## src/rtl/edge_evt_pkg.sv

```systemverilog
// Shared constants for the edge-event arbiter: edge-mode codes and FSM state encoding.
package edge_evt_pkg;

  typedef enum logic [1:0] {
    EDGE_OFF  = 2'b00,
    EDGE_RISE = 2'b01,
    EDGE_FALL = 2'b10,
    EDGE_BOTH = 2'b11
  } edge_mode_e;

  localparam logic [0:0] ST_IDLE  = 1'b0;
  localparam logic [0:0] ST_OFFER = 1'b1;

endpackage

```

## src/rtl/edge_chan_cell.sv

```systemverilog
// One channel: Mealy edge detect, pending-event latch with direction, and sticky overflow.
module edge_chan_cell
  import edge_evt_pkg::*;
(
  input  logic       clk,
  input  logic       reset,
  input  logic       level_i,
  input  logic [1:0] mode_i,
  input  logic       acc_clr_i,
  input  logic       ovf_clr_i,
  output logic       pending_o,
  output logic       pend_dir_o,
  output logic       ovf_o
);

  logic       level_q;
  logic       pending_q, pending_d;
  logic       pend_dir_q, pend_dir_d;
  logic       ovf_q, ovf_d;
  logic       rise, fall, det;
  edge_mode_e mode;

  assign mode = edge_mode_e'(mode_i);
  assign rise = level_i & ~level_q;
  assign fall = ~level_i & level_q;
  assign det  = (rise & ((mode == EDGE_RISE) || (mode == EDGE_BOTH)))
              | (fall & ((mode == EDGE_FALL) || (mode == EDGE_BOTH)));

  // A slot freed by an accept this cycle can take the new edge; otherwise it overflows.
  always_comb begin
    pending_d  = pending_q;
    pend_dir_d = pend_dir_q;
    ovf_d      = ovf_q & ~ovf_clr_i;
    if (det) begin
      if (!pending_q || acc_clr_i) begin
        pending_d  = 1'b1;
        pend_dir_d = rise;
      end else begin
        ovf_d = 1'b1;
      end
    end else if (acc_clr_i) begin
      pending_d = 1'b0;
    end
  end

  always_ff @(posedge clk) begin
    if (reset) begin
      level_q    <= level_i;
      pending_q  <= 1'b0;
      pend_dir_q <= 1'b0;
      ovf_q      <= 1'b0;
    end else begin
      level_q    <= level_i;
      pending_q  <= pending_d;
      pend_dir_q <= pend_dir_d;
      ovf_q      <= ovf_d;
    end
  end

  assign pending_o  = pending_q;
  assign pend_dir_o = pend_dir_q;
  assign ovf_o      = ovf_q;

endmodule

```

## src/rtl/edge_event_arbiter.sv

```systemverilog
// Edge-event scheduler: per-channel cells feed a round-robin valid/ready event port.
// state    | meaning
// ST_IDLE  | no event offered; picks next pending channel from rr_ptr
// ST_OFFER | event held on evt_* until accepted
module edge_event_arbiter
  import edge_evt_pkg::*;
#(
  parameter int NUM_CH = 4,
  parameter int ID_W   = 2
) (
  input  logic                clk,
  input  logic                reset,
  input  logic [NUM_CH-1:0]   level,
  input  logic [2*NUM_CH-1:0] edge_sel,
  input  logic [NUM_CH-1:0]   ovf_clr,
  output logic                evt_valid,
  input  logic                evt_ready,
  output logic [ID_W-1:0]     evt_id,
  output logic                evt_rise,
  output logic [NUM_CH-1:0]   pending,
  output logic [NUM_CH-1:0]   ovf
);

  logic [0:0]        state_q, state_d;
  logic [ID_W-1:0]   rr_ptr_q, rr_ptr_d;
  logic              evt_valid_q, evt_valid_d;
  logic [ID_W-1:0]   evt_id_q, evt_id_d;
  logic              evt_rise_q, evt_rise_d;
  logic [NUM_CH-1:0] pend_dir;
  logic [NUM_CH-1:0] acc_clr;
  logic              accept;
  logic              found;
  logic [ID_W-1:0]   sel;
  logic [ID_W-1:0]   cand;
  logic [ID_W-1:0]   id_next;

  assign accept = (state_q == ST_OFFER) && evt_ready;

  for (genvar c = 0; c < NUM_CH; c++) begin : g_chan
    assign acc_clr[c] = accept && (evt_id_q == ID_W'(c));

    edge_chan_cell u_cell (
      .clk        (clk),
      .reset      (reset),
      .level_i    (level[c]),
      .mode_i     (edge_sel[2*c+1:2*c]),
      .acc_clr_i  (acc_clr[c]),
      .ovf_clr_i  (ovf_clr[c]),
      .pending_o  (pending[c]),
      .pend_dir_o (pend_dir[c]),
      .ovf_o      (ovf[c])
    );
  end

  // First pending channel at or above rr_ptr, wrapping around.
  always_comb begin
    found = 1'b0;
    sel   = '0;
    cand  = '0;
    for (int i = 0; i < NUM_CH; i++) begin
      cand = ID_W'((int'(rr_ptr_q) + i) % NUM_CH);
      if (!found && pending[cand]) begin
        found = 1'b1;
        sel   = cand;
      end
    end
  end

  assign id_next = (evt_id_q == ID_W'(NUM_CH - 1)) ? '0 : evt_id_q + 1'b1;

  always_comb begin
    state_d     = state_q;
    rr_ptr_d    = rr_ptr_q;
    evt_valid_d = evt_valid_q;
    evt_id_d    = evt_id_q;
    evt_rise_d  = evt_rise_q;
    case (state_q)
      ST_IDLE: begin
        if (found) begin
          evt_id_d    = sel;
          evt_rise_d  = pend_dir[sel];
          evt_valid_d = 1'b1;
          state_d     = ST_OFFER;
        end
      end
      ST_OFFER: begin
        if (evt_ready) begin
          evt_valid_d = 1'b0;
          rr_ptr_d    = id_next;
          state_d     = ST_IDLE;
        end
      end
      default: begin
        evt_valid_d = 1'b0;
        state_d     = ST_IDLE;
      end
    endcase
  end

  always_ff @(posedge clk) begin
    if (reset) begin
      state_q     <= ST_IDLE;
      rr_ptr_q    <= '0;
      evt_valid_q <= 1'b0;
      evt_id_q    <= '0;
      evt_rise_q  <= 1'b0;
    end else begin
      state_q     <= state_d;
      rr_ptr_q    <= rr_ptr_d;
      evt_valid_q <= evt_valid_d;
      evt_id_q    <= evt_id_d;
      evt_rise_q  <= evt_rise_d;
    end
  end

  assign evt_valid = evt_valid_q;
  assign evt_id    = evt_id_q;
  assign evt_rise  = evt_rise_q;

endmodule

```

## config.mk

```make
export PLATFORM = sky130hd
export DESIGN_NAME = edge_event_arbiter
export DESIGN_NICKNAME = d
export VERILOG_FILES = /design/src/rtl/edge_evt_pkg.sv /design/src/rtl/edge_chan_cell.sv /design/src/rtl/edge_event_arbiter.sv
export SDC_FILE = /design/constraint.sdc
export NUM_CORES = 1
export LEC_CHECK = 0
export CAP_MARGIN = 20
export CORE_MARGIN = 4
export CORE_UTILIZATION = 42
export CTS_CLUSTER_DIAMETER = 120
export CTS_CLUSTER_SIZE = 14
export DETAILED_ROUTE_END_ITERATION = 7
export GPL_TIMING_DRIVEN = 0
export PLACE_DENSITY_LB_ADDON = 0.12
export SETUP_SLACK_MARGIN = 0.2
export SLEW_MARGIN = 20
export SYNTH_ARGS = -nofsm -noshare
export SYNTH_HDL_FRONTEND = slang
export SYNTH_SLANG_ARGS = --single-unit
export TNS_END_PERCENT = 30
```

## constraint.sdc

```tcl
create_clock -name clk -period 1.6 [get_ports clk]
set_input_delay 0.32 -clock clk [delete_from_list [all_inputs] [get_ports clk]]
set_output_delay 0.32 -clock clk [all_outputs]
set_load 0.005 [all_outputs]
```

==> results.md <==
- Outcome: finished, violations left
- Failing checks: setup timing
- Setup slack after layout: -0.116 ns
- Max Clock Freq: 583 MHz
- First-pass GRT wire length: 4.57 mm
- Clock Path Buffers: 2
- Register area share after synthesis: 39.6%
- CP max stage cell: a221o_1
- Routed len/inst: 14.0 µm
- Final Routed Wirelength: 2.87 mm
- Prevailing post-synth register cell: dfxtp_1
- Post-Synth XOR/XNOR Area: 0%
- Worst Hold Class: flip-flop to flip-flop
- Placed cell areas: 0.00151 mm²
- Crit Path Category: flip-flop to flip-flop
- Adder-cell share of the synthesized area: 4.31%
- EDFF count, synth: 0
- Post-synthesis mux area share: 5.38%
- Latest clock arrival within the worst-skew pair: 0.31 ns
- Post-route ant nets: 0
- Synth Area in Compound Gates: 17.8%
- Clock Tree Root: clkbuf_4
- Worst R2R Path Depth: 5
- Pleak: 0.715 nW
- DP HPWL: 1.96 mm
- Die W: 60.6 µm
- #FFs+latches synth: 23
- Final Core Density: 66.6%
- Pwr dens: 755 mW/mm²
- Distinct cells, synth: 35
- Tightest Pin Transition: 0.381 ns
- # DRC: 0
- Initial Utilization: 45.3%
- Met1 Resource Use GR: 20.5%
- Final instance area: 0.00171 mm²
- Total gr overflow: 0
- Layout cells sized above 1: 31.0%
- Synth Warn #: 0
- Die height: 60.6 µm
- CTS tree: done
- Final period util: 107%
- Crit-path max FO: 7
- Hold Path Cell Cnt: 2
- Met2 Use GR: 28.2%
- Busiest metal layer after global routing: met2
- Antenna cells: 0
- VDD IR max: 0.000631 V
- Total Power: 0.00129 W
- CTS H-tree lvls: 1
- Row count: 18
- Core region area: 0.00257 mm²
- GPL Wtd Cong: 0.839
- Max Cap Viol: 0
- Syn_nets: 157
- Critical Path Start Type: flip-flop
- Most common cell after layout, fill and taps aside: clkdlybuf4s50_1
- CP Data Arrival Time: 1.94 ns
- # nets final: 198
- Vias in the first global route: 1052
- DR pass1 iterations: 4
- Total track usage: 16.9%
- M3 GR Usage: 5.74%
- Synthesized cell area: 0.00116 mm²
- Max Transition Viols Final: 0
- WP data required: 1.82 ns
- PortBufs: 30
- Cell count after synthesis: 134
- DR vias: 1103
- CTS Buf Count: 3
- Slew HR: 74.4%
- Crit-path max cell delay: 0.42 ns
- Crit path top cell by count: a221o_1
- P&R area growth vs syn: 47.0%
- CP Cell Sequence: buf_6, mux2i_1, a221o_1, mux2_4, a221o_1
- Ys async rst share: 0%
- Worst Skew: 0.0111 ns
- CTS sink cnt: 23
- CP Capture Type: flip-flop
- Initial antenna violation count: 0
- I/O pin count: 31
- Min Hold Slack: 0.470 ns
- Iteration-0 DRC Markers: 27
- Largest net degree at the start of global routing: 13
- Fillers: 221
- Simple-Gate Fraction of Synth Area: 22.2%
- Final setup viols: 1
- Final min period: 1.72 ns
- Drt via density: 5.41
- Most frequent cells in the layout: clkdlybuf4s50_1, buf_4, nand2_1, dfxtp_1, a21oi_1
- Post-place setup slack: -0.334 ns
- Hold-fix buffers, CTS: 0
- Die Area: 0.00367 mm²
- Clock transition at path regs: 0.13 ns
- Synth Area per Inst: 8.67 µm²
- Final hold vios: 0
- RSZ-0062 raised after global routing: yes
- Largest family of logic cells by synthesized area: simple AND/OR/NAND/NOR gates
## flip-flops by register name, indices dropped and copies added, names as in the netlist
signal / count
evt_id: 2
g_chan.u_cell.pend_dir_o: 4
rr_ptr_q: 2
evt_valid: 1
g_chan.u_cell.level_q: 4
evt_rise: 1
g_chan.u_cell.ovf_o: 4
g_chan.u_cell.pending_o: 4
state_q: 1
## cell type report
class / count / area, µm² / share of cell area (%)
multi-input combinational: 88 / 676 / 39.5
sequential: 23 / 488 / 28.6
timing repair buffer: 36 / 342 / 20.0
buffer: 13 / 100 / 5.86
inverter: 10 / 40.0 / 2.34
tap: 30 / 37.5 / 2.20
clock buffer: 4 / 26.3 / 1.54
## cell usage after synthesis (all sizes together), types with 2 or more instances
cell	count	area share [%]
dfxtp	23	40
nand2	11	3.6
a21oi	10	4.3
inv	10	3.2
buf	9	6.1
nor2	9	2.9
nand3b	6	3.9
nand3	5	2.2
a22oi	4	2.6
clkbuf	4	1.4
ha	4	4.3
mux2i	4	3.4
nor2b	4	2.2
a31oi	3	1.6
and2	3	1.6
a221o	2	1.7
a2bb2oi	2	1.5
a32oi	2	1.5
mux2	2	1.9
nor3	2	0.86
nor3b	2	1.3
o21ai	2	0.86
## what timing repair did
| item | 4_1_cts | 5_1_grt |
|---|---|---|
| endpoints found under the setup margin | 27 | 17 |
| setup buffers | 5 | 1 |
| pin swaps | 2 | 5 |
| gates resized for setup | 40 | 16 |
| endpoints found under the hold margin | 0 | 0 |
## worst max-delay path, delay by kind of cell, from the launching register on
family | cells | cell delay [ns]
multiplexers | 2 | 0.44
flip-flops | 1 | 0.33
AO/OA/AOI/OAI | 2 | 0.72
buffers and inverters | 1 | 0.13
## path summary, 6_finish.rpt
path	startpoint	to	slack [ns]
worst max-delay path	rr_ptr_q[1]	evt_rise	-0.12
worst min-delay path	evt_valid	evt_valid	0.47
worst max register to register	rr_ptr_q[1]	evt_rise	-0.12
worst min register to register	evt_valid	evt_valid	0.47
## kinds of logic after synthesis
group           after synthesis
simple gates                 48
compound gates               30
buf+inv                      23
flops                        23
mux                           6
fa+ha+maj                     4
## power breakdown
| part | internal [W] | leakage (nW) | total (W) | switching, W |
|---|---|---|---|---|
| Combinational | 0.000207 | 0.505 | 0.000373 | 0.000167 |
| Clock | 0.0000974 | 0.0150 | 0.000267 | 0.000170 |
| Sequential | 0.000613 | 0.195 | 0.000649 | 0.0000362 |
## per-stage QoR
| stage | setup TNS (ns) | std cells |
|---|---|---|
| floorplan | -0.00587 | 134 |
| global placement | -3.60 | 194 |
| detailed placement | -3.86 | 194 |
| CTS | -0.0778 | 203 |
| global route | -0.151 | 204 |
| finish | -0.116 | 204 |
## per-layer routing
metal | vias to the layer above | part of all wire, % | wire (µm)
met5 | - | 0 | 0
met3 | 10 | 5.2 | 150
met1 | 510 | 41 | 1190
met2 | 37 | 52 | 1480
met4 | 0 | 1.6 | 46
li1 | 546 | - | -
(Power assumes the default switching activity.)
